## config.mk

```make
export PLATFORM = sky130hd
export DESIGN_NAME = csm_arbiter
export DESIGN_NICKNAME = d
export VERILOG_FILES = /design/src/rtl/csm_arbiter.sv
export SDC_FILE = /design/constraint.sdc
export NUM_CORES = 1
export LEC_CHECK = 0
export BUFFER_PORTS_ARGS = -buffer_cell sky130_fd_sc_hd__buf_2
export CORE_ASPECT_RATIO = 0.5
export CORE_UTILIZATION = 30
export CTS_CLUSTER_SIZE = 10
export DETAILED_ROUTE_END_ITERATION = 8
export GPL_ROUTABILITY_DRIVEN = 0
export SYNTH_ARGS = -nofsm -noshare
export SYNTH_HDL_FRONTEND = slang
export SYNTH_SLANG_ARGS = --single-unit
```

## constraint.sdc

```tcl
create_clock -name clk -period 1.5 [get_ports clk]
set_input_delay 0.15 -clock clk [delete_from_list [all_inputs] [get_ports clk]]
set_output_delay 0.15 -clock clk [all_outputs]
set_load 0.03 [all_outputs]
```

## src/rtl/csm_arbiter.sv

```systemverilog
// csm_arbiter: two-port shared single-port memory controller with round-robin access and hold/release locking.
// Define CSM_ARB_TIMEOUT_EN to enable the lock watchdog (LOCK_TIMEOUT cycles).
module csm_arbiter #(
  parameter int DATABITS = 8,
  parameter int ERRBITS = 2,
  parameter int LOCK_TIMEOUT = 256
) (
  input  logic                clk,
  input  logic                reset,
  input  logic [DATABITS-1:0] A_in_AD,
  input  logic                A_rw,
  input  logic                A_enable,
  input  logic                A_hold,
  input  logic                A_release,
  output logic                A_ack,
  output logic [ERRBITS-1:0]  A_err,
  output logic [DATABITS-1:0] A_out_data,
  input  logic [DATABITS-1:0] B_in_AD,
  input  logic                B_rw,
  input  logic                B_enable,
  input  logic                B_hold,
  input  logic                B_release,
  output logic                B_ack,
  output logic [ERRBITS-1:0]  B_err,
  output logic [DATABITS-1:0] B_out_data,
  output logic [DATABITS-1:0] mem_addr,
  output logic [DATABITS-1:0] mem_wdata,
  output logic                mem_we,
  output logic                mem_re,
  input  logic [DATABITS-1:0] mem_rdata
);
  typedef enum logic [2:0] {M_IDLE, M_RD1, M_RD2, M_WR, M_WR2} mstate_t;
  mstate_t state, state_n;
  logic [1:0] en, rw_in, hold, rel, rise, acc;
  logic [1:0] prev_en, wpend, valid, busy, hc, own, ack, rw;
  logic [1:0] wpend_n, valid_n, busy_n, hc_n, own_n, ack_n, rw_n;
  logic [DATABITS-1:0] ad [2];
  logic [DATABITS-1:0] addr [2], wdata [2], rdata [2];
  logic [DATABITS-1:0] addr_n [2], wdata_n [2], rdata_n [2];
  logic [ERRBITS-1:0] err [2], err_n [2];
  logic [DATABITS-1:0] mem_addr_n, mem_wdata_n;
  logic gsel, gsel_n, g, prio_b, prio_b_n, conflict, loser, acq;
`ifdef CSM_ARB_TIMEOUT_EN
  localparam int CW = $clog2(LOCK_TIMEOUT + 1);
  logic [CW-1:0] cnt, cnt_n;
`else
  logic unused_lt;
  assign unused_lt = ^LOCK_TIMEOUT;
`endif
  assign en = {B_enable, A_enable};
  assign rw_in = {B_rw, A_rw};
  assign hold = {B_hold, A_hold};
  assign rel = {B_release, A_release};
  assign ad[0] = A_in_AD;
  assign ad[1] = B_in_AD;
  assign A_ack = ack[0];
  assign B_ack = ack[1];
  assign A_err = err[0];
  assign B_err = err[1];
  assign A_out_data = rdata[0];
  assign B_out_data = rdata[1];
  assign mem_we = state == M_WR;
  assign mem_re = state == M_RD1;
  always_comb begin
    state_n = state;
    gsel_n = gsel;
    prio_b_n = prio_b;
    wpend_n = wpend;
    valid_n = valid;
    busy_n = busy;
    hc_n = '0;
    own_n = own;
    rw_n = rw;
    addr_n = addr;
    wdata_n = wdata;
    rdata_n = rdata;
    err_n = err;
    mem_addr_n = mem_addr;
    mem_wdata_n = mem_wdata;
    rise = en & ~prev_en;
    acc = rise & ack;
    conflict = &(acc & hold & ~rel);
    loser = ~prio_b;
    acq = 1'b0;
    g = ~(valid[0] & (~valid[1] | ~prio_b));
    case (state)
      M_IDLE: if (|valid) begin
        state_n = rw[g] ? M_WR : M_RD1;
        gsel_n = g;
        valid_n[g] = 1'b0;
        busy_n[g] = 1'b1;
        prio_b_n = ~prio_b;
        mem_addr_n = addr[g];
        mem_wdata_n = wdata[g];
      end
      M_RD1: state_n = M_RD2;
      M_RD2: begin
        state_n = M_IDLE;
        rdata_n[gsel] = mem_rdata;
        busy_n[gsel] = 1'b0;
      end
      // a write frees its port as soon as the strobe is done; M_WR2 only spaces the memory
      M_WR: begin
        state_n = M_WR2;
        busy_n[gsel] = 1'b0;
      end
      default: state_n = M_IDLE;
    endcase
    for (int i = 0; i < 2; i++) begin
      if (wpend[i]) begin
        wdata_n[i] = ad[i];
        wpend_n[i] = 1'b0;
        valid_n[i] = 1'b1;
      end
      if (acc[i] & hold[i] & rel[i]) err_n[i] = ERRBITS'(3);
      else if (acc[i] & hold[i]) begin
        if (own[1-i] | (conflict & (loser == 1'(i)))) err_n[i] = ERRBITS'(3);
        else begin
          own_n[i] = 1'b1;
          err_n[i] = '0;
          hc_n[i] = 1'b1;
          acq = 1'b1;
        end
      end else if (acc[i] & rel[i]) begin
        own_n[i] = 1'b0;
        hc_n[i] = own[i];
        err_n[i] = own[i] ? '0 : ERRBITS'(2);
      end else if (acc[i]) begin
        err_n[i] = '0;
        rw_n[i] = rw_in[i];
        addr_n[i] = ad[i];
        wpend_n[i] = rw_in[i];
        valid_n[i] = ~rw_in[i];
      end else if (rise[i] & own[1-i]) err_n[i] = ERRBITS'(1);
    end
`ifdef CSM_ARB_TIMEOUT_EN
    cnt_n = acq ? '0 : cnt;
    if (!acq && |own) begin
      if (cnt == CW'(LOCK_TIMEOUT - 1)) begin
        for (int i = 0; i < 2; i++) if (own_n[i]) err_n[i] = ERRBITS'(2);
        own_n = '0;
        cnt_n = '0;
      end else cnt_n = cnt + CW'(1);
    end
`endif
    for (int i = 0; i < 2; i++) ack_n[i] = ~(wpend_n[i] | valid_n[i] | busy_n[i] | hc_n[i] | own_n[1-i]);
  end
  always_ff @(posedge clk) begin
    if (reset) begin
      state <= M_IDLE;
      gsel <= 1'b0;
      prio_b <= 1'b0;
      prev_en <= '1;
      wpend <= '0;
      valid <= '0;
      busy <= '0;
      hc <= '0;
      own <= '0;
      ack <= '1;
      rw <= '0;
      addr <= '{default: '0};
      wdata <= '{default: '0};
      rdata <= '{default: '0};
      err <= '{default: '0};
      mem_addr <= '0;
      mem_wdata <= '0;
`ifdef CSM_ARB_TIMEOUT_EN
      cnt <= '0;
`endif
    end else begin
      state <= state_n;
      gsel <= gsel_n;
      prio_b <= prio_b_n;
      prev_en <= en;
      wpend <= wpend_n;
      valid <= valid_n;
      busy <= busy_n;
      hc <= hc_n;
      own <= own_n;
      ack <= ack_n;
      rw <= rw_n;
      addr <= addr_n;
      wdata <= wdata_n;
      rdata <= rdata_n;
      err <= err_n;
      mem_addr <= mem_addr_n;
      mem_wdata <= mem_wdata_n;
`ifdef CSM_ARB_TIMEOUT_EN
      cnt <= cnt_n;
`endif
    end
  end
endmodule

```

# After elaboration in Yosys (flattened, before gate mapping)
# Index checks and enable logic that the tools add are counted.
# word_totals
ff_bits	87
input_bits	34
output_inout_bits	40
wordCells	162
# classes
n_lt_le_gt_ge	7
n_eq_ne	4
mux	70
bitwise_logic	48
n_reduce_logical	12
# op_table
operator	n
8-bit two-way mux	7
1-bit two-way mux	38
2-bit two-way mux	18
16-bit bitwise mux	1
1-bit inverter	13
2-bit bitwise AND	6
1-bit bitwise AND	11
1-bit OR	11
5-bit nonzero test	2
3-bit one-hot mux with 3 select lines	1
8-bit demux with 1-bit select	1
2-bit inverter	4
4-bit AND reduction	2
3-bit by 2-bit equality test with 1-bit output (second input constant)	2
2-bit >= comparator (second input constant)	2
1-bit by 2-bit < comparator with 1-bit output (second input constant)	2
1-bit inverter with 2-bit output	2
2-bit one-hot mux with 2 select lines	1
2-bit AND reduction	2
2-bit OR reduction	2
3-bit by 1-bit equality test with 1-bit output (second input constant)	1
1-bit logical AND	3
3-bit logical NOT	1
3-bit two-way mux	1
5 further kinds	7

# Longest topological paths before layout
# Gate-level depths: netlist of the first run.
# logic_depth
depth_word	22
mapped_depth	7
depth_no_buf	4

# Worst setup path before layout of the first run
# No wires, ideal clock.
# synth_timing
kind	register -> register
startpoint	register ack[1]
endpoint	register valid[1]
setup_time_ns	0.116
arrival_time_ns	1.499
t_required_ns	1.384
slack_ns	-0.115
path_stages_with_launch	5
path_buffers	0
period_less_slack_ns	1.615
cell_sequence	dfxtp_1 > nand3b_1 > nor3_2 > nand2_1 > and3_2
# synth_between
elab_chain_len	5
elab_cells_between_ends	8
cone_classes	mux: 4; bitwise: 4
# synth_rtl
item	line	source
start: declaration	35	logic [1:0] prev_en, wpend, valid, busy, hc, own, ack, rw;
start signal: assignment	180	ack <= ack_n;
2-bit bitwise AND (*)	81	acc = rise & ack;
1-bit two-way mux or 1-bit bitwise AND (tied branches)	128, 124	
1-bit two-way mux	124	end else if (acc[i] & rel[i]) begin
1-bit two-way mux	116	else if (acc[i] & hold[i]) begin
1-bit two-way mux (*)	115	if (acc[i] & hold[i] & rel[i]) err_n[i] = ERRBITS'(3);
end signal: assignment	176	valid <= valid_n;
end: declaration	35	
# Mark *: on every way between the ends. The rest lies on a longest branch, timed or not.
# A chain may end at the register's enable or synchronous reset.

# Final worst setup path of the first run
# layout_timing
startpoint	register ack[1]
endpoint	register ack[1]
# layout_between
elab_chain_len	12
elab_cells_between_ends	31
cone_classes	mux: 15; bitwise: 15; reduce/logical: 1
# layout_rtl
item	line	source
2-bit bitwise AND (*)	81	
2-bit bitwise AND (2 in series)	82	conflict = &(acc & hold & ~rel);
2-bit AND reduction	82	
1-bit bitwise AND	117	if (own[1-i] | (conflict & (loser == 1'(i)))) err_n[i] = ERRBITS'(3);
1-bit OR	117	
1-bit two-way mux	117	
1-bit two-way mux	116	
1-bit two-way mux	115	
1-bit OR	146	for (int i = 0; i < 2; i++) ack_n[i] = ~(wpend_n[i] | valid_n[i] | busy_n[i] | hc_n[i] | own_n[1-i]);
1-bit OR (*)	146	
1-bit inverter (*)	146	
# Marks and branches as above.

==> results of run 1 <==
-- layout by cell type, fill, tap and decap left out, types with 2 or more instances in the layout --
master	n
clkbuf_16	10
nand3b_1	2
inv_1	9
and3_2	3
a21oi_1	30
nand2b_1	2
nor4_1	2
and2_1	4
nor3_4	2
or2_2	2
o31ai_1	3
nor2_1	52
dfxtp_2	3
a211oi_1	16
buf_4	17
dfxtp_1	84
a211oi_2	5
buf_12	4
o21ai_0	3
clkinv_2	2
buf_2	71
clkbuf_1	3
nor2_2	2
mux2i_1	40
nand3_1	2
nor3b_1	2
a31oi_1	2
nand3_2	2
nand2_1	55
-- path summary, 6_finish.rpt --
path / end / depth (start not counted) / from
worst max-delay path: ack[1] / 4 / ack[1]
worst max register to register: ack[1] / 4 / ack[1]
worst min-delay path: valid[0] / 2 / A_rw
worst min register to register: B_out_data[4] / 2 / B_out_data[4]
-- cell type report --
| class | count | area, um^2 | area share |
|---|---|---|---|
| Clock buffer | 13 | 250 | 0.0562 |
| Clock inverter | 3 | 18.8 | 0.00421 |
| Inverter | 9 | 33.8 | 0.00759 |
| Multi-Input combinational cell | 255 | 1630 | 0.366 |
| Sequential cell | 87 | 1750 | 0.392 |
| Tap cell | 145 | 181 | 0.0407 |
| Timing Repair Buffer | 94 | 596 | 0.134 |
-- report_power, final --
part	switching [mW]	internal, mW	total (mW)
combinational	0.211	0.131	0.342
clock	0.867	1.17	2.03
sequential	0.0257	2.35	2.38
total	1.10	3.65	4.75
-- what timing repair did --
action                                  in CTS  in global routing
resized for setup                            0                 17
buffers inserted                             0                  2
endpoints found under the setup margin       0                 51
-- per-layer routing --
metal | vias up | routed length, um | GRT usage
li1 | 1460 | - | -
met5 | - | 0 | 0
met2 | 54 | 3720 | 0.219
met4 | 0 | 58 | 0.0510
met1 | 1323 | 4240 | 0.192
met3 | 4 | 342 | 0.0425
-- state kept, by name, indices dropped and copies added (netlist names) --
signal      count
mem_addr        8
ack             2
prev_en         2
state           3
A_out_data      8
B_out_data      8
prio_b          1
wpend           2
A_err           2
addr           16
B_err           2
valid           2
wdata          16
mem_wdata       8
gsel            1
busy            2
rw              2
own             2
-- synth_stat cells, drive strengths merged (4+ instances only) --
cell type / number
a21oi: 30
buf: 9
clkbuf: 14
a211oi: 21
dfxtp: 87
mux2i: 40
nor2: 54
and3: 4
nand3: 4
and2: 5
nand2: 56
inv: 9
-- cells by family (layout without fill, tap and decap cells) --
group                     count (synthesis)  after routing  share of synthesized area
and+or+nand+nor                         141            141                      0.185
DFF                                      87             87                      0.503
AOI/OAI and AO/OA                        73             73                      0.149
muxes                                    40             40                      0.116
buffers and inverters                    32            119                     0.0448
xor gates and xnor gates                  1              1                    0.00253
-- metrics by stage --
step | instances | total power, mW | hold slack (ns) | worst slack, ns | utilization
6_report | 606 | 4.75 | 0.0190 | 0.0538 | 0.401
4_1_cts | 603 | 4.81 | 0.00573 | 0.0238 | 0.391
3_5_place_dp | 587 | 2.75 | 0.371 | 0.0327 | 0.367
3_3_place_gp | 587 | 2.75 | 0.365 | 0.00817 | 0.367
5_1_grt | 606 | 4.94 | 0.0243 | 0.00756 | 0.401
2_1_floorplan | 374 | 2.62 | 0.250 | 0.0449 | -
==> impl_metrics.py, run 1 <==
metrics = {
    "yosys": {
        "synth_top_area_frac": 0.503,
        "yosysSeqAreaShare": 0.503,
        "synth_top_cell_by_area": "dfxtp_1",
        "async_reset_ff_frac": 0,
        "synth_edf_count": 0,
        "synth_area_leaders": "dfxtp_1 50%, mux2i_1 12%, nand2_1 6.0%",
        "syn_area_per_cell_um2": 9.25,
        "synth-main-ff-cell": "dfxtp_1",
        "ys_types": 48,
        "syn_area_mm2": 0.00346,
        "synthCells": 374,
        "synth_warnings": 0,
        "synthesis.nets": 408,
        "synth-seq-cells": 87,
    },
    "worst_setup_path": {
        "slowest_delay_ns": 0.33,
        "critPathLaunchType": "register",
        "path_cells": "nand3b_1 > nor3_4 > a211o_1 > o41ai_2",
        "setup.worst_path.class": "register to register",
        "path_max_fanout": 6,
        "end_kind": "register",
        "cp_num_buf_inv": 0,
        "worst_ep_arrival_time_ns": 1.68,
        "crit_family": "compound AO/OA/AOI/OAI gates",
        "cp_slowest_cell": "dfxtp_2",
        "regToRegSetupSlack_ns": 0.05,
        "worst_ep_required_time_ns": 1.73,
    },
    "floorplan": {
        "io_pins": 74,
        "die_w_um": 154,
        "core.rowCount": 27,
        "die_y_um": 78.0,
        "start_util": 0.311,
        "die-area_mm2": 0.0120,
        "coreArea_mm2": 0.0111,
    },
    "timing": {
        "setup_tns_ns": 0,
        "fin_crit_ns": 1.45,
        "slew-limit-headroom": 0.762,
        "finalCritPeriodShare": 0.964,
        "fmax_mhz": 691,
        "finClkSkew_ns": 0.00532,
        "rsz0062_at_grt": "false",
        "hold_violations": 0,
        "worst_slew_pin_slew_ns": 0.356,
        "drv_slew": 0,
        "setup_viol_count_final": 0,
    },
    "clocking": {
        "cts_buffers": 9,
        "cts-root-buf": "clkbuf_16",
        "cts_sinks": 87,
        "hold_buffers": 0,
        "htreeDepth": 3,
        "cts.path.max_buffers": 2,
        "insertion_delay_ns": 0.34,
        "path_clk_slew_ns": 0.06,
        "cts_tree": "built",
    },
    "global_route": {
        "grt_use_total": 0.143,
        "antenna_found_initial": 0,
        "grt_start_max_net_pins": 72,
        "first_global_vias": 2682,
        "grt_pass1_wl_mm": 13.4,
        "grt_overflow": 0,
    },
    "power": {
        "power.leakage_nw": 1.71,
        "ir_drop_mv": 0.429,
        "pwr_density_cell_mw_per_mm2": 1070,
    },
    "route": {
        "drt-initial-drc-count": 178,
        "drtPass1Iterations": 4,
        "routedWlPerCell_um": 13.8,
        "routed_wl_mm": 8.36,
        "drt.antenna.violating_nets": 0,
        "vias": 2841,
        "via_per_inst": 4.69,
        "drt_drc_violations_left": 0,
    },
    "final_layout": {
        "fillers": 1099,
        "syn_to_final_growth_pct": 28.7,
        "nets": 490,
        "postLayoutCellArea_mm2": 0.00445,
        "drive_gt1_frac": 0.291,
        "antenna_cells": 0,
    },
    "place": {
        "hpwlAfterDp_mm": 5.77,
        "io_buffers": 73,
        "placed_cell_area_mm2": 0.00408,
    },
    "hold_path": {
        "hold_class": "primary input to register",
    },
    "outcome": {
        "status": "complete, no violations",
    },
    "run": {
        "max-cap-violations": 0,
    },
}
(Power assumes the default switching activity.)
==> run 2: changes to the inputs <==
--- a/config.mk
+++ b/config.mk
@@ -12,4 +12,5 @@
 export DETAILED_ROUTE_END_ITERATION = 8
 export GPL_ROUTABILITY_DRIVEN = 0
+export SETUP_SLACK_MARGIN = 0.5
 export SYNTH_ARGS = -nofsm -noshare
 export SYNTH_HDL_FRONTEND = slang
==> constraint.sdc (replaced) <==
create_clock -name clk -period 1.5 [get_ports clk]
set_input_delay 0.075 -clock clk [delete_from_list [all_inputs] [get_ports clk]]
set_output_delay 0.075 -clock clk [all_outputs]
set_load 0.03 [all_outputs]
==> run 2 against run 1 <==
Wire length up 11%; cell count up 5.8%; largest cell class is now multi-input gates; critical endpoint is now mem_wdata[5]; first-iteration DRC count down 41%; core utilization up 6.8 points; sequential power about the same; sequential cell count unchanged; hold slack worse by 0.015 ns; register-to-register slack worse by 0.03 ns; final area up 17%; via count up 6.5%.
==> impl_metrics.py, run 2 (synthesis gave the netlist of run 1 again) <==
metrics = {
    "final_layout": {
        "final_common_cell": "dfxtp_1",
        "fin_util": 0.468,
        "reg_top3": "addr x16, wdata x16",
        "postLayoutCellArea_mm2": 0.00521,
        "nets": 525,
        "syn_to_final_growth_pct": 50.4,
        "final_cell_count_no_fill": 641,
        "final_cell_mix": "71 x dfxtp_1, 64 x buf_2, 44 x nand2_1",
        "antenna_cells": 0,
        "drive_gt1_frac": 0.427,
        "fillers": 1036,
    },
    "timing": {
        "hold_violations": 0,
        "layout_setup_ws_ns": 0.0257,
        "rsz0062_at_grt": "true",
        "fin_crit_ns": 1.47,
        "worst_slew_pin_slew_ns": 0.350,
        "finalCritPeriodShare": 0.983,
        "setup_viol_count_final": 0,
        "setup_tns_ns": 0,
        "drv_slew": 0,
        "finClkSkew_ns": 0.00732,
        "slew-limit-headroom": 0.767,
        "fmax_mhz": 678,
        "hold-worst-slack_ns": 0.00407,
    },
    "floorplan": {
        "die_y_um": 78.0,
        "io_pins": 74,
        "die_w_um": 154,
        "core.rowCount": 27,
        "die-area_mm2": 0.0120,
        "coreArea_mm2": 0.0111,
        "start_util": 0.311,
    },
    "clocking": {
        "cts_tree": "built",
        "cts.path.max_buffers": 2,
        "cts-root-buf": "clkbuf_16",
        "cts_sinks": 87,
        "insertion_delay_ns": 0.34,
        "path_clk_slew_ns": 0.06,
        "cts_buffers": 9,
        "htreeDepth": 3,
    },
    "global_route": {
        "grt_overflow": 0,
        "first_global_vias": 2766,
        "grt_start_max_net_pins": 35,
        "antenna_found_initial": 0,
        "grt_use_total": 0.148,
        "grt_pass1_wl_mm": 13.9,
    },
    "worst_setup_path": {
        "path_max_fanout": 8,
        "worst_ep_arrival_time_ns": 1.72,
        "end_kind": "register",
        "setup.worst_path.class": "register to register",
        "critPathLaunchType": "register",
        "worst_ep_required_time_ns": 1.75,
        "regToRegSetupSlack_ns": 0.03,
    },
    "route": {
        "drt-initial-drc-count": 105,
        "routedWlPerCell_um": 14.5,
        "drt.antenna.violating_nets": 0,
        "routed_wl_mm": 9.28,
        "via_per_inst": 4.72,
        "vias": 3026,
        "drt_drc_violations_left": 0,
        "drtPass1Iterations": 4,
    },
    "outcome": {
        "status": "complete, no violations",
    },
    "power": {
        "power.leakage_nw": 1.98,
        "finalPower_mw": 5.12,
        "pwr_density_cell_mw_per_mm2": 983,
        "ir_drop_mv": 0.598,
    },
    "place": {
        "dp.cells": 584,
        "place_ws_ns": 0.0560,
        "placed_cell_area_mm2": 0.00413,
        "hpwlAfterDp_mm": 5.81,
        "io_buffers": 73,
    },
    "hold_path": {
        "hold_class": "primary input to register",
    },
    "run": {
        "max-cap-violations": 0,
    },
}
run 2: critical path: stages (launching register included):
cell and delay [ns]:
dfxtp_2 0.34, nor3_4 0.29, buf_6 0.15, o21a_4 0.20
clkbuf_16 0.19, nor2_1 0.05, a211oi_1 0.17
run 2: cell type report:
cell class | count | area [um^2] | share of cell area
clock buffer | 10 | 239 | 0.0459
clock inverter | 6 | 66.3 | 0.0127
inverter | 9 | 33.8 | 0.00649
multi-input combinational | 255 | 1880 | 0.361
sequential | 87 | 1770 | 0.341
tap | 145 | 181 | 0.0348
timing repair buffer | 129 | 1030 | 0.199
run 2: timing repair:
action	in CTS	in global routing
endpoints found under the hold margin	40	0
hold buffers	22	0
resized for setup	50	47
endpoints found under the setup margin	87	81
cloned	0	5
buffers inserted	10	4
pin swaps	29	17
run 2: worst paths after layout:
check / startpoint / end / cells after the start
max: state[0] / mem_wdata[5] / 6
min: A_in_AD[1] / wdata[9] / 3
max reg2reg: state[0] / mem_wdata[5] / 6
min reg2reg: B_out_data[4] / B_out_data[4] / 2
run 2: report_power, final:
part | internal (mW) | switching [mW] | total (mW)
registers | 2.34 | 0.0305 | 2.38
clock network | 1.35 | 0.944 | 2.29
logic | 0.204 | 0.246 | 0.450
total | 3.90 | 1.22 | 5.12
run 2: metal layers:
layer | part of all wire | GRT usage | vias to the layer above | wire length, um
li1 | - | - | 1525 | -
met1 | 0.49 | 0.192 | 1448 | 4510
met2 | 0.48 | 0.245 | 46 | 4420
met3 | 0.030 | 0.0385 | 7 | 275
met4 | 0.0082 | 0.0390 | 0 | 76
met5 | 0 | 0 | - | 0
==> run 3: changes to the inputs <==
--- a/config.mk
+++ b/config.mk
@@ -9,4 +9,5 @@
 export CORE_ASPECT_RATIO = 0.5
 export CORE_UTILIZATION = 30
+export CTS_BUF_LIST = sky130_fd_sc_hd__clkbuf_4 sky130_fd_sc_hd__clkbuf_8
 export CTS_CLUSTER_SIZE = 10
 export DETAILED_ROUTE_END_ITERATION = 8
==> constraint.sdc (replaced) <==
create_clock -name clk -period 1.5 [get_ports clk]
set_input_delay 0.15 -clock clk [delete_from_list [all_inputs] [get_ports clk]]
set_output_delay 0.15 -clock clk [all_outputs]
set_load 0.03 [all_outputs]
==> run 3 against run 2 <==
Fmax up 4.6%; non-clock buffer count up 14; cell count up 2.3%; register-to-register slack better by 0.06 ns; highest routed layer unchanged.
==> impl_metrics.py, run 3 (synthesis gave the netlist of run 1 again) <==
metrics = {
    "place": {
        "io_buffers": 73,
        "hpwlAfterDp_mm": 5.75,
        "place_ws_ns": 0.0751,
        "placed_cell_area_mm2": 0.00416,
    },
    "run": {
        "max-cap-violations": 0,
    },
    "route": {
        "drt-initial-drc-count": 95,
        "routedWlPerCell_um": 14.7,
        "routed_wl_mm": 9.63,
        "drtPass1Iterations": 4,
        "via_per_inst": 4.75,
        "vias": 3114,
        "drt_drc_violations_left": 0,
        "drt.antenna.violating_nets": 0,
    },
    "worst_setup_path": {
        "end_kind": "register",
        "r2r_start": "prev_en[1]",
        "path_cells": "nand2b_1 > o211a_1 > a21o_1 > o41ai_2",
        "regToRegSetupSlack_ns": 0.09,
        "worst_ep_required_time_ns": 1.76,
        "rr_endpoint": "ack[1]",
        "rr_worst_depth": 4,
        "crit_start": "prev_en[1]",
        "critPathLaunchType": "register",
        "slowest_delay_ns": 0.31,
        "setup.worst_path.class": "register to register",
        "path_max_fanout": 3,
        "worst_ep_arrival_time_ns": 1.67,
        "cp_slowest_cell": "dfxtp_1",
        "crit_path_end": "ack[1]",
    },
    "timing": {
        "slew-limit-headroom": 0.741,
        "hold-worst-slack_ns": 0.0251,
        "rsz0062_at_grt": "true",
        "finClkSkew_ns": 0.0115,
        "drv_slew": 0,
        "fmax_mhz": 709,
        "hold_violations": 0,
        "fin_crit_ns": 1.41,
        "setup_viol_count_final": 0,
        "layout_setup_ws_ns": 0.0904,
        "worst_slew_pin_slew_ns": 0.388,
        "finalCritPeriodShare": 0.940,
        "setup_tns_ns": 0,
    },
    "floorplan": {
        "coreArea_mm2": 0.0111,
        "io_pins": 74,
        "die-area_mm2": 0.0120,
        "die_y_um": 78.0,
        "die_w_um": 154,
        "start_util": 0.311,
        "core.rowCount": 27,
    },
    "power": {
        "ir_drop_mv": 0.422,
        "power.leakage_nw": 2.12,
        "pwr_density_cell_mw_per_mm2": 809,
    },
    "final_layout": {
        "fin_util": 0.504,
        "final_common_cell": "buf_6",
        "nets": 540,
        "postLayoutCellArea_mm2": 0.00560,
        "antenna_cells": 0,
        "syn_to_final_growth_pct": 61.9,
        "drive_gt1_frac": 0.591,
        "reg_top3": "addr x16, wdata x16",
        "final_cell_mix": "53 x buf_6, 44 x nor2_1, 43 x buf_4",
    },
    "global_route": {
        "first_global_vias": 2909,
        "grt_overflow": 0,
        "grt_pass1_wl_mm": 14.9,
        "busiest_layer": "met2",
        "use_met2": 0.266,
        "antenna_found_initial": 0,
        "gr-usage-met3": 0.0436,
        "use_met1": 0.208,
        "grt_start_max_net_pins": 33,
        "grt_use_total": 0.161,
    },
    "clocking": {
        "insertion_delay_ns": 0.36,
        "cts_tree": "built",
        "cts_buffers": 9,
        "cts_sinks": 87,
        "path_clk_slew_ns": 0.09,
        "cts-root-buf": "clkbuf_8",
        "cts.path.max_buffers": 2,
        "htreeDepth": 3,
    },
    "hold_path": {
        "hold_class": "primary input to register",
        "min_path_cells": 3,
    },
    "outcome": {
        "status": "complete, no violations",
    },
}
## run 3: changes by cell type in the layout (fill, tap and decap cells not counted), sizes merged
cell | previous run | this run
buf | 103 | 139
clkbuf | 14 | 12
clkinvlp | 0 | 1
dlygate4sd3 | 22 | 2
inv | 12 | 11
or3 | 1 | 2
## run 3: power breakdown
| group | switching, mW | internal [mW] |
|---|---|---|
| Sequential | 0.0333 | 2.34 |
| Combinational | 0.254 | 0.222 |
| Clock | 0.860 | 0.827 |
## run 3: worst max-delay path, delay by kind of cell (launching register included)
family | cells | cell delay, ns
AND/OR/NAND/NOR | 1 | 0.22
AO/OA/AOI/OAI | 3 | 0.78
flip-flops | 1 | 0.31
## run 3: what timing repair did
item | CTS | global route
gates resized for setup | 155 | 74
endpoints found under the hold margin | 2 | 0
hold buffers | 2 | 0
pin swaps | 19 | 43
cloned | 5 | 2
endpoints found under the setup margin | 121 | 111
buffers inserted | 19 | 26
## run 3: cell type report
cell class / instances / area [um^2]
clock buffers: 10 / 138
clock inverters: 6 / 67.6
fillers: 976 / 5510
inverters: 9 / 33.8
multi-input cells: 256 / 1980
flip-flops and latches: 87 / 1830
well taps: 145 / 181
repair buffers: 143 / 1380
## run 3: worst min path at each step
| stage | start | end | slack, ns |
|---|---|---|---|
| final | mem_rdata[7] | A_out_data[7] | 0.03 |
| after global routing | mem_rdata[3] | A_out_data[3] | 0.003 |
| after detailed placement | A_rw | valid[0] | 0.38 |
| after floorplan | A_rw | valid[0] | 0.25 |
| after CTS | mem_rdata[3] | B_out_data[3] | 0.009 |
| after global placement | A_rw | valid[0] | 0.37 |
## run 3: metrics by stage
step           std cells  power, mW
2_1_floorplan        374       2.63
3_3_place_gp         586       2.76
3_5_place_dp         586       2.76
4_1_cts              628       4.55
5_1_grt              656       4.72
6_report             656       4.53
## run 3: layer usage
layer | routed length, um | vias up
li1 | - | 1559
met1 | 4560 | 1493
met5 | 0 | -
met4 | 82 | 0
met2 | 4670 | 53
met3 | 315 | 9
